### src/rtl/wb_stage.sv
// Writeback stage: retires ALU/JAL results in one cycle and holds the pipe for
// a single outstanding load, extracting and extending the returned word.
module wb_stage #(
   parameter int CNT_W = 32
) (
   input  logic             clk,
   input  logic             reset,
   input  logic             in_valid,
   output logic             in_ready,
   input  logic             in_regwen,
   input  logic [4:0]       in_rd,
   input  logic [1:0]       in_wbsel,
   input  logic [31:0]      in_alu,
   input  logic [31:0]      in_pc,
   input  logic [2:0]       in_funct3,
   input  logic             ld_rsp_valid,
   input  logic [31:0]      ld_rsp_data,
   output logic             RegWEn,
   output logic [4:0]       regD,
   output logic [31:0]      wb_data,
   output logic             busy,
   output logic [CNT_W-1:0] retire_cnt,
   output logic [1:0]       err_flags
);

   typedef enum logic {IDLE = 1'b0, WAIT_LD = 1'b1} state_t;

   state_t           r_state;
   logic             r_regwen;
   logic [4:0]       r_regd;
   logic [31:0]      r_wb_data;
   logic [CNT_W-1:0] r_cnt;
   logic [1:0]       r_err;
   logic             r_ld_regwen;
   logic [4:0]       r_ld_rd;
   logic [2:0]       r_ld_f3;
   logic [1:0]       r_ld_off;

   logic [31:0]      w_alu_data;
   logic             w_ld_bad;
   logic [7:0]       w_byte;
   logic [15:0]      w_half;
   logic [31:0]      w_ld_data;

   assign in_ready   = (r_state == IDLE);
   assign busy       = (r_state == WAIT_LD);
   assign RegWEn     = r_regwen;
   assign regD       = r_regd;
   assign wb_data    = r_wb_data;
   assign retire_cnt = r_cnt;
   assign err_flags  = r_err;

   // wbsel 3 is reserved and falls through to the ALU result
   assign w_alu_data = (in_wbsel == 2'd2) ? (in_pc + 32'd4) : in_alu;

   always_comb begin
      w_ld_bad = 1'b0;
      case (in_funct3)
         3'd1, 3'd5: w_ld_bad = in_alu[0];
         3'd2:       w_ld_bad = (in_alu[1:0] != 2'b00);
         3'd3, 3'd6, 3'd7: w_ld_bad = 1'b1;
         default:    w_ld_bad = 1'b0;
      endcase
   end

   // Misaligned halfwords only look at addr[1]; bad/misaligned words pass through.
   assign w_byte = ld_rsp_data[{r_ld_off, 3'b000} +: 8];
   assign w_half = r_ld_off[1] ? ld_rsp_data[31:16] : ld_rsp_data[15:0];

   always_comb begin
      w_ld_data = ld_rsp_data;
      case (r_ld_f3)
         3'd0:    w_ld_data = {{24{w_byte[7]}}, w_byte};
         3'd1:    w_ld_data = {{16{w_half[15]}}, w_half};
         3'd4:    w_ld_data = {24'd0, w_byte};
         3'd5:    w_ld_data = {16'd0, w_half};
         default: w_ld_data = ld_rsp_data;
      endcase
   end

   always_ff @(posedge clk or negedge reset) begin
      if (!reset) begin
         r_state     <= IDLE;
         r_regwen    <= 1'b0;
         r_regd      <= 5'd0;
         r_wb_data   <= 32'd0;
         r_cnt       <= '0;
         r_err       <= 2'b00;
         r_ld_regwen <= 1'b0;
         r_ld_rd     <= 5'd0;
         r_ld_f3     <= 3'd0;
         r_ld_off    <= 2'd0;
      end else begin
         r_regwen <= 1'b0;
         case (r_state)
            IDLE: begin
               if (ld_rsp_valid)
                  r_err[0] <= 1'b1;
               if (in_valid) begin
                  r_cnt <= r_cnt + {{(CNT_W-1){1'b0}}, 1'b1};
                  if (in_wbsel == 2'd1) begin
                     r_ld_regwen <= in_regwen;
                     r_ld_rd     <= in_rd;
                     r_ld_f3     <= in_funct3;
                     r_ld_off    <= in_alu[1:0];
                     r_state     <= WAIT_LD;
                     if (w_ld_bad)
                        r_err[1] <= 1'b1;
                  end else if (in_regwen && (in_rd != 5'd0)) begin
                     r_regwen  <= 1'b1;
                     r_regd    <= in_rd;
                     r_wb_data <= w_alu_data;
                  end
               end
            end
            WAIT_LD: begin
               if (ld_rsp_valid) begin
                  r_state <= IDLE;
                  if (r_ld_regwen && (r_ld_rd != 5'd0)) begin
                     r_regwen  <= 1'b1;
                     r_regd    <= r_ld_rd;
                     r_wb_data <= w_ld_data;
                  end
               end
            end
            default: r_state <= IDLE;
         endcase
      end
   end

endmodule

### config.mk
export PLATFORM = sky130hd
export DESIGN_NAME = wb_stage
export DESIGN_NICKNAME = d
export VERILOG_FILES = /design/src/rtl/wb_stage.sv
export SDC_FILE = /design/constraint.sdc
export NUM_CORES = 1
export LEC_CHECK = 0
export CORE_AREA = 5 5 137 139
export DETAILED_ROUTE_END_ITERATION = 10
export DIE_AREA = 0 0 142 144
export GPL_TIMING_DRIVEN = 0
export PLACE_DENSITY = 0.58
export SETUP_SLACK_MARGIN = 0.15
export SLEW_MARGIN = 20
export SYNTH_ARGS = -nofsm -noshare
export SYNTH_HDL_FRONTEND = slang
export SYNTH_SLANG_ARGS = --single-unit
### constraint.sdc
create_clock -name clk -period 3 [get_ports clk]
set_clock_uncertainty 0.15 [all_clocks]
set_input_delay 0.75 -clock clk [delete_from_list [all_inputs] [get_ports clk]]
set_output_delay 0.75 -clock clk [all_outputs]
set_load 0.005 [all_outputs]
Word level (Yosys, flattened, before mapping)

Index checks and enable logic that the tools add are counted.

Register bits after elaboration: 84
Output and inout port bits: 74

$add $sub $neg: 2
Eq/ne operators: 16
Shift operators: 1
Mux-type cells: 26
Bitwise operators: 1
Reduce and logical (&&, ||, !) cells: 13

Operators by type and width:

| operator                                            | number |
|---|---|
| 2-to-1 mux 32 bit                                   | 6 |
| one-hot mux 32 bit (4 select lines)                 | 1 |
| one-hot mux 32 bit (2 select lines)                 | 1 |
| adder 32 x 1 -> 32 bit, second input constant       | 1 |
| adder 32 x 3 -> 32 bit, second input constant       | 1 |
| variable part select 32 x 6 -> 8 bit                | 1 |
| 2-to-1 mux 5 bit                                    | 5 |
| 2-to-1 mux 16 bit                                   | 1 |
| equality test 3 bit, second input constant          | 5 |
| one-hot mux 5 bit (2 select lines)                  | 1 |
| nonzero test 5 bit                                  | 2 |
| 2-to-1 mux 1 bit                                    | 8 |
| equality test 3 x 1 -> 1 bit, second input constant | 2 |
| equality test 3 x 2 -> 1 bit, second input constant | 2 |
| != test 2 bit, second input constant                | 3 |
| AND reduction 5 bit                                 | 1 |
| != test 2 x 1 -> 1 bit, second input constant       | 2 |
| one-hot mux 1 bit (2 select lines)                  | 2 |
| AND reduction 2 bit                                 | 2 |
| AND reduction 4 bit                                 | 1 |
| zero test 3 bit                                     | 1 |
| one-hot mux 1 bit (3 select lines)                  | 1 |
| AND reduction 3 bit                                 | 1 |
| OR reduction 3 bit                                  | 1 |
| 6 further kinds                                     | 7 |

Depth between registers and ports, before layout

Gate-level depths: netlist of the first run.

Depth after elaboration: 6
Depth in mapped cells: 8
Depth with buffers taken out: 6

Least setup slack after synthesis of the first run

Ideal clock, no wire load.

Path kind: input to register
Start: input in_pc[2]
End: register r_wb_data[28], in the netlist wb_data[28]
Library setup time: 0.095 ns
Arrival time: 2.445 ns
Slack: 0.309 ns
Cell stages on the path: 7
Buffers on the path: 1
Path through: ha_1 > nand3_2 > or4_1 > clkbuf_1 > o31a_1 > o31a_1 > o31ai_1

Word-level cells in the longest chain between the ends: 6

Ends and longest elaborated chain:

| element                             | line | text |
|---|---|---|
| start: declaration                  | 14   | `input logic [31:0] in_pc,` |
| adder 32 x 3 -> 32 bit              | 54   | `assign w_alu_data = (in_wbsel == 2'd2) ? (in_pc + 32'd4) : in_alu;` |
| 2-to-1 mux 32 bit                   | 54   |  |
| 2-to-1 mux 32 bit                   | 109  | `end else if (in_regwen && (in_rd != 5'd0)) begin` |
| 2-to-1 mux 32 bit                   | 101  | `if (in_wbsel == 2'd1) begin` |
| 2-to-1 mux 32 bit                   | 99   | `if (in_valid) begin` |
| one-hot mux 32 bit (2 select lines) | 95   | `case (r_state)` |
| end signal: assignment              | 112  | `r_wb_data <= w_alu_data;` |
| end signal: assignment              | 122  | `r_wb_data <= w_ld_data;` |
| end: declaration                    | 31   | `logic [31:0] r_wb_data;` |

Every way passes these cells. The select of a mux whose other input is x is not followed.
A chain may end at the register's enable or synchronous reset.

Final worst setup path of the first run

Start: input in_valid
End: register r_wb_data[26], in the netlist wb_data[26]

Word-level cells in the longest chain between the ends: 2

Ends and longest elaborated chain:

| element                              | line | text |
|---|---|---|
| start: declaration                   | 8    | `input logic in_valid,` |
| != test 2 bit (no source line)       | --   |  |
| AND reduction 5 bit (no source line) | --   |  |

Every way passes these cells.

==> impl_metrics.yaml, run 1 <==
clocking:
  clock-sinks: 84
  holdBufCountCts: 0
  clk_path_buf_depth: 2
  clk_latency_ns: 0.35
  cts-root-buf: "clkbuf_16"
  cts.clk_slew.worst_paths_ns: 0.06
  h-tree-depth: 3
  cts_tree: "built"
  cts_buffers: 9
synthesis:
  synth_top_area_frac: 0.4134
  async_flop_share: 1.000
  synth_cells: 551
  synth.largest_area_cell: "dfrtp_1"
  synth_area_leaders: "dfrtp_1 (41%), xnor2_1 (6.2%), nand2_1 (4.0%), nor2_1 (3.6%), a211oi_1 (3.1%)"
  yosysSeqAreaShare: 0.4134
  synthesis.area_sq_um: 5085
  syn-num-nets: 664
  synth_common_cells: "dfrtp_1 (84), nand2_1 (54), nor2_1 (49), xnor2_1 (36), a21oi_1 (26)"
  syn_area_per_cell_sq_um: 9.228
  ys.flop_type: "dfrtp_1"
  yosysWarningCount: 0
  yosysMostFrequentCell: "dfrtp_1"
  synth_edf_count: 0
  ys_ff_latch: 84
  ys_types: 58
placement:
  placed_area_sq_um: 7244
  place.gp.congestion: 0.9344
  hpwl_mm: 15.70
  io_buffers: 184
sta:
  period_minus_slack_ns: 2.803
  slew_headroom: 0.2949
  maxSlewViolCount: 0
  fmax_mhz: 356.8
  hold_ws_ns: 0.1866
  final_hold_viol_count: 0
  rsz0062_at_grt: "yes"
  worstMarginPinSlew_ns: 1.048
  fin_crit_sh: 0.9343
  finalSetupViolCount: 0
worst_setup_path:
  worstPathRequired_ns: 3.06
  r2r_end: "wb_data[26]"
  cp-start-kind: "input pin"
  critical_path_class: "in2reg"
  worst_ep_arrival_time_ns: 2.86
  rrSetupSlack_ns: 0.30
  reg2reg_from: "r_ld_rd[2]"
  reg2regPathDepth: 6
  worstSetupEndpointType: "flip-flop"
  cp_max_fo: 10
status:
  status: "finished, final reports clean"
detailed_routing:
  num_vias: 5189
  drc: 0
  wl_per_cell_um: 20.10
  routed_wl_mm: 19.74
  drt_first_pass_iters: 5
  viasPerCell: 5.284
  antenna_left: 0
  drt-initial-drc-count: 315
die:
  die_w_um: 142
  dieArea_sq_um: 20450
  core-area_sq_um: 17530
  num_rows: 49
  start_util: 0.2900
  ioPinCount: 185
  die_y_um: 144
layout:
  filler_cell_count: 1732
  num_antenna_cells: 0
  area_growth_pct: 49.66
  nNetsFinal: 862
  drive_above_1_share: 0.09695
  postLayoutCellArea_sq_um: 7610
job:
  drv_cap: 0
pwr:
  peakVddDrop_mv: 0.2455
  p_leak_nw: 2.983
  pwr_density_cell_nw_per_um2: 543.7
min_path:
  hold_path.class: "in2async"
global_route:
  grt_overflow: 0
  grt_pass1_vias: 5269
  antenna_found_initial: 0
  grt_max_degree: 56
  grt_first_pass_wirelength_mm: 29.87
  grt_util_all_layers: 0.1895
-- layer usage --
layer	wire length (um)	global-route usage
met4	405	0.06162
met1	8681	0.2545
met5	0	0
met2	9129	0.3031
met3	1520	0.04365
-- worst max-delay path, cell delays in order --
cell and delay [ns]:
clkdlybuf4s50_1 0.52, nor2b_4 0.22, and3_1 0.20, clkbuf_1 0.23
a21boi_4 0.13, buf_2 0.22, a211oi_1 0.48, a211oi_1 0.10
-- metrics by stage --
step                        util  power [W]  TNS (ns)  setup WS (ns)  std cells
final                     0.4340   0.004138         0         0.1970        982
after detailed placement  0.4132   0.002993    -8.586        -0.5523        965
after global placement    0.4114   0.002968   -185.65         -2.121        964
after CTS                 0.4325   0.004159         0         0.1444        982
after global routing      0.4340   0.004360         0         0.1071        982
after floorplan                -   0.002141         0         0.3093        551
-- cell usage in the layout, fill, tap and decap left out, types with 4 or more instances in the layout --
| master | instances |
|---|---|
| a211oi_1 | 20 |
| o22ai_1 | 12 |
| clkdlybuf4s50_1 | 168 |
| a22o_1 | 4 |
| inv_1 | 9 |
| buf_6 | 5 |
| nand3_1 | 18 |
| and3_1 | 9 |
| a21o_1 | 4 |
| o31ai_1 | 4 |
| buf_4 | 4 |
| a21oi_1 | 25 |
| nor3_1 | 14 |
| nor4_1 | 12 |
| clkbuf_2 | 5 |
| nor3b_1 | 4 |
| o21ai_0 | 22 |
| nor2_1 | 48 |
| mux2_2 | 13 |
| and4_1 | 5 |
| nand2b_1 | 9 |
| a211o_1 | 5 |
| nand2_1 | 54 |
| a31oi_1 | 10 |
| dlygate4sd2_1 | 9 |
| dfrtp_1 | 84 |
| mux2i_1 | 11 |
| o31a_1 | 5 |
| clkbuf_16 | 9 |
| xnor2_1 | 36 |
| o221ai_1 | 4 |
| xor2_1 | 16 |
| nand4_1 | 15 |
| clkbuf_1 | 14 |
-- state kept, by name (all words and copies together), names as in the netlist --
name / count
r_ld_regwen: 1
busy: 1
r_ld_off: 2
retire_cnt: 32
wb_data: 32
r_ld_f3: 3
RegWEn: 1
err_flags: 2
regD: 5
r_ld_rd: 5
-- repair_timing --
item	CTS	global route
resized for setup	25	17
gates cloned	0	0
pin swaps	1	4
buffers inserted	2	0
endpoints found under the setup margin	16	23
-- cell type report --
class                      count  area, sq um  area share
sequential                    84         2102      0.2762
buffer                        32        188.9     0.02483
timing repair buffer         187         1866      0.2451
clock inverter                 5        61.31    0.008057
clock buffer                  10        239.0     0.03140
inverter                      10        37.54    0.004933
multi-input combinational    425         2829      0.3718
tap                          229        286.5     0.03765
-- worst max-delay path by stage --
stage,from,end,slack (ns),depth (start not counted)
after detailed placement,in_pc[2],wb_data[28],-0.55,8
after global placement,reset,r_ld_off[1],-2.12,1
after global routing,in_valid,wb_data[26],0.11,9
after CTS,in_pc[2],wb_data[28],0.14,8
after floorplan,in_pc[2],wb_data[28],0.31,7
final,in_valid,wb_data[26],0.20,8
-- report_power, final --
group	switching, W	internal (W)	total, W	leakage, nW
logic	0.000648	0.000785	0.00143	1.79
registers	0.000183	0.00137	0.00155	1.05
clock network	0.000487	0.000668	0.00115	0.149
total	0.00132	0.00282	0.00414	2.98
-- logic make-up (layout without fill, tap and decap cells) --
| logic type | Yosys count | count (layout) | share of synthesized area |
|---|---|---|---|
| xor gates and xnor gates | 52 | 52 | 0.08957 |
| adders and majority gates | 2 | 2 | 0.004920 |
| DFF | 84 | 84 | 0.4134 |
| buffers and inverters | 42 | 244 | 0.04183 |
| and+or+nand+nor | 210 | 210 | 0.2104 |
| AOI/OAI and AO/OA | 136 | 136 | 0.1850 |
| muxes | 25 | 25 | 0.05487 |
(Power assumes the default switching activity.)
==> run 2: changes to the inputs <==
Settings changed: CORE_AREA 5 5 137 139 to 5 5 162 117, DIE_AREA 0 0 142 144 to 0 0 167 122.
==> run 2 against run 1 <==
Compared with the run above: critical path depth shrank 1; fmax grew 0.94%; non-clock buffer count grew 3; critical endpoint is now wb_data[31]; routed wire length grew 5.3%; setup slack gained 0.026 ns; largest cell class unchanged; critical path type unchanged.
==> impl_metrics.yaml, run 2 (synthesis gave the netlist of run 1 again) <==
status:
  status: "finished, final reports clean"
pwr:
  peakVddDrop_mv: 0.2467
  pwr_density_cell_nw_per_um2: 549.0
  p_leak_nw: 3.040
placement:
  io_buffers: 184
  place.gp.congestion: 0.9084
  hpwl_mm: 16.68
  dp_slack_ns: -0.6487
  placed_area_sq_um: 7253
global_route:
  grt_pass1_vias: 5281
  grt_first_pass_wirelength_mm: 31.52
  antenna_found_initial: 0
  grt_overflow: 0
  grt_max_degree: 53
  grt_util_all_layers: 0.1991
clocking:
  cts-root-buf: "clkbuf_16"
  cts.clk_slew.worst_paths_ns: 0.06
  clock-sinks: 84
  cts_buffers: 9
  clk_path_buf_depth: 2
  cts_tree: "built"
  clk_latency_ns: 0.34
  h-tree-depth: 3
worst_setup_path:
  rrSetupSlack_ns: 0.31
  reg2reg_from: "r_ld_rd[2]"
  cp_max_fo: 10
  worst-path-buf-inv: 2
  cp-start-kind: "input pin"
  reg2regPathDepth: 7
  cp_slowest_cell: "or4_4"
  worstPathCellList: "dlygate4sd2_1 > nand4_4 > or4_4 > buf_6 > o31a_2 > o31a_1 > o31ai_2"
  worst_ep_arrival_time_ns: 2.87
  slowest_delay_ns: 0.47
  r2r_end: "wb_data[26]"
  cpLargestDelayFamily: "compound AO/OA/AOI/OAI gates"
  critical_path_class: "in2reg"
  worstSetupEndpointType: "flip-flop"
  worstPathRequired_ns: 3.10
die:
  core-area_sq_um: 17490
  start_util: 0.2907
  num_rows: 41
  dieArea_sq_um: 20370
  die_y_um: 122
  die_w_um: 167
  ioPinCount: 185
detailed_routing:
  drt_first_pass_iters: 5
  routed_wl_mm: 20.79
  num_vias: 5246
  wl_per_cell_um: 20.91
  drt-initial-drc-count: 408
  antenna_left: 0
  viasPerCell: 5.278
  drc: 0
layout:
  mostFrequentLayoutCells: "clkdlybuf4s50_1 (168), dfrtp_1 (84), nand2_1 (53)"
  postLayoutCellArea_sq_um: 7744
  final_common_cell: "clkdlybuf4s50_1"
  drive_above_1_share: 0.1096
  nNetsFinal: 865
  area_growth_pct: 52.29
sta:
  final_hold_viol_count: 0
  worstMarginPinSlew_ns: 0.7522
  fmax_mhz: 360.1
  hold_ws_ns: 0.2068
  maxSlewViolCount: 0
  period_minus_slack_ns: 2.777
  finalSetupViolCount: 0
  fin_crit_sh: 0.9257
  fin_ws_ns: 0.2229
  rsz0062_at_grt: "no"
  slew_headroom: 0.4943
min_path:
  hold_path.class: "in2async"
job:
  drv_cap: 0
run 2: changes by cell type in the layout (fill, tap and decap cells not counted), moves of 2 or more:
cell,delta
a31oi_1,-2
a31oi_2,+2
buf_4,+4
clkbuf_4,-2
nor4_1,-2
nor4_4,+2
run 2: repair_timing:
action / CTS / global route
setup buffers: 3 / 2
cloned: 0 / 0
endpoints found under the setup margin: 23 / 22
pin swaps: 3 / 2
hold buffers: 0 / 0
gates resized for setup: 31 / 23
run 2: area by class of cell:
| class | instances | area (sq um) |
|---|---|---|
| clock inverter | 6 | 87.58 |
| antenna | 1 | 2.502 |
| inverter | 10 | 37.54 |
| fill | 1695 | 9749 |
| multi-input combinational | 425 | 2893 |
| sequential | 84 | 2102 |
| buffer | 32 | 196.4 |
| timing repair buffer | 190 | 1891 |
| clock buffer | 10 | 239.0 |
| tap | 236 | 295.3 |
run 2: per-layer routing:
metal / part of all wire / GRT usage / wire length [um] / vias to the layer above
met4: 0.010 / 0.03730 / 210 / 0
met5: 0 / 0 / 0 / -
met2: 0.44 / 0.2940 / 9087 / 205
met1: 0.48 / 0.2943 / 9917 / 2594
li1: - / - / - / 2435
met3: 0.076 / 0.05352 / 1572 / 12
run 2: power breakdown:
part           total [W]  switching (W)  internal (W)
clock            0.00122       0.000470      0.000752
sequential       0.00157       0.000201       0.00137
combinational    0.00146       0.000669      0.000793
run 2: worst max path at each step:
stage | startpoint | end | slack [ns] | depth (start not counted)
2_1_floorplan | in_pc[2] | wb_data[28] | 0.31 | 7
3_3_place_gp | reset | wb_data[30] | -2.03 | 1
3_5_place_dp | in_pc[2] | wb_data[22] | -0.65 | 7
4_1_cts | in_pc[7] | wb_data[22] | 0.11 | 7
5_1_grt | ld_rsp_data[23] | wb_data[14] | 0.16 | 6
6_report | in_pc[4] | wb_data[31] | 0.22 | 7
run 2: through the flow:
stage | TNS [ns] | instances | util | total power [W]
global placement | -178.55 | 971 | 0.4128 | 0.002985
floorplan | 0 | 551 | - | 0.002141
CTS | 0 | 991 | 0.4375 | 0.004262
global route | 0 | 993 | 0.4425 | 0.004473
finish | 0 | 994 | 0.4427 | 0.004251
detailed placement | -9.544 | 972 | 0.4146 | 0.003016
==> run 3: changes to the inputs <==
Settings changed: CORE_AREA 5 5 162 117 to 5 5 134 97, DIE_AREA 0 0 167 122 to 0 0 139 102, PLACE_DENSITY 0.58 to 0.81.
==> run 3 against run 2 <==
Compared with the run above: fmax is 0.78% lower; critical path depth is 3 lower; combinational power barely moved; global-route usage up 6.2 points; die area down 30%; clock-buffer cell count unchanged; register-to-register slack worse by 0.02 ns; non-clock buffer count increased by 1; via count is 1.8% higher.
==> impl_metrics.yaml, run 3 (synthesis gave the netlist of run 1 again) <==
die:
  core-area_sq_um: 11560
  num_rows: 33
  ioPinCount: 185
  die_w_um: 139
  start_util: 0.4398
  dieArea_sq_um: 14180
  die_y_um: 102
detailed_routing:
  drt-initial-drc-count: 596
  antenna_left: 0
  drc: 0
  drt_first_pass_iters: 5
  viasPerCell: 5.848
  wl_per_cell_um: 20.81
  routed_wl_mm: 19.00
  num_vias: 5339
worst_setup_path:
  worst_ep_arrival_time_ns: 1.90
  critical_path_class: "reg2out"
  rrSetupSlack_ns: 0.29
  cp-start-kind: "flip-flop"
  worstSetupEndpointType: "primary output"
  reg2regPathDepth: 7
  r2r_end: "wb_data[26]"
  worstPathRequired_ns: 2.10
  cp_max_fo: 10
  reg2reg_from: "r_ld_rd[2]"
  crit_start: "busy"
placement:
  io_buffers: 184
  hpwl_mm: 15.15
  dp_slack_ns: -0.6003
  place.gp.congestion: 0.9771
pwr:
  p_leak_nw: 3.067
  pwr_density_cell_nw_per_um2: 561.2
  peakVddDrop_mv: 0.3160
global_route:
  grt_pass1_vias: 5222
  grt_util_all_layers: 0.2611
  antenna_found_initial: 0
  grt_first_pass_wirelength_mm: 28.97
  grt_overflow: 0
  grt_max_degree: 51
sta:
  maxSlewViolCount: 0
  worstMarginPinSlew_ns: 0.6904
  fmax_mhz: 357.3
  fin_ws_ns: 0.2012
  slew_headroom: 0.5359
  finalSetupViolCount: 0
  fin_crit_sh: 0.9329
  rsz0062_at_grt: "yes"
  final_hold_viol_count: 0
  period_minus_slack_ns: 2.799
layout:
  finalCoreUtilization: 0.6601
  num_antenna_cells: 0
  area_growth_pct: 50.07
  final_common_cell: "clkdlybuf4s50_1"
  nNetsFinal: 866
  mostFrequentLayoutCells: "clkdlybuf4s50_1 (168), dfrtp_1 (84), nand2_1 (54)"
  drive_above_1_share: 0.1019
  filler_cell_count: 937
clocking:
  clk_latency_ns: 0.34
  clock-sinks: 84
  cts.clk_slew.worst_paths_ns: 0.06
  cts_buffers: 9
  cts-root-buf: "clkbuf_16"
  h-tree-depth: 3
  clk_path_buf_depth: 2
  cts_tree: "built"
status:
  status: "finished, final reports clean"
job:
  drv_cap: 0
min_path:
  hold_path.class: "in2async"
run 3: worst max-delay path by stage:
stage	to	slack (ns)	cells past startpoint
2_1_floorplan	wb_data[28]	0.31	7
3_3_place_gp	wb_data[24]	-1.86	1
3_5_place_dp	wb_data[20]	-0.60	7
4_1_cts	wb_data[20]	0.13	7
5_1_grt	wb_data[31]	0.11	7
6_report	in_ready	0.20	4
run 3: metrics by stage:
stage / hold slack (ns) / setup TNS [ns] / cells / total power (W) / cell area [sq um]
after floorplan: 0.3010 / 0 / 551 / 0.002141 / 5085
after global placement: 0.2906 / -161.87 / 892 / 0.002946 / 7123
after detailed placement: 0.2997 / -8.447 / 893 / 0.002988 / 7148
after CTS: 0.2339 / 0 / 910 / 0.004267 / 7551
after global routing: 0.2610 / 0 / 913 / 0.004470 / 7631
final: 0.2248 / 0 / 913 / 0.004282 / 7631
run 3: power breakdown:
part / internal, W / switching (W) / total, W
clock network: 0.000829 / 0.000450 / 0.00128
logic: 0.000787 / 0.000656 / 0.00144
registers: 0.00137 / 0.000193 / 0.00156
run 3: critical path, stage by stage (launching register included):
cell	delay, ns
dfrtp_1	0.42
buf_6	0.16
inv_1	0.17
clkbuf_4	0.27
clkdlybuf4s50_1	0.54
run 3: final cells by class:
| type | count | area (sq um) | area share |
|---|---|---|---|
| sequential | 84 | 2102 | 0.2755 |
| inverter | 10 | 37.54 | 0.004919 |
| multi-input combinational | 425 | 2858 | 0.3745 |
| tap | 157 | 196.4 | 0.02574 |
| clock buffer | 10 | 239.0 | 0.03132 |
| timing repair buffer | 191 | 1909 | 0.2502 |
| clock inverter | 4 | 98.84 | 0.01295 |
| buffer | 32 | 190.2 | 0.02492 |
run 3: per-layer routing:
metal	GRT usage	vias to the layer above	wire length (um)
li1	-	2431	-
met4	0.06617	0	337
met3	0.05332	27	1789
met5	0	-	0
met1	0.3735	2584	8316
met2	0.4110	297	8558
run 3: what timing repair did:
action | in CTS | in global routing
pin swaps | 1 | 4
gates resized for setup | 24 | 19
endpoints found under the setup margin | 21 | 34
buffers inserted | 3 | 3
hold buffers | 0 | 0
cloned | 0 | 0
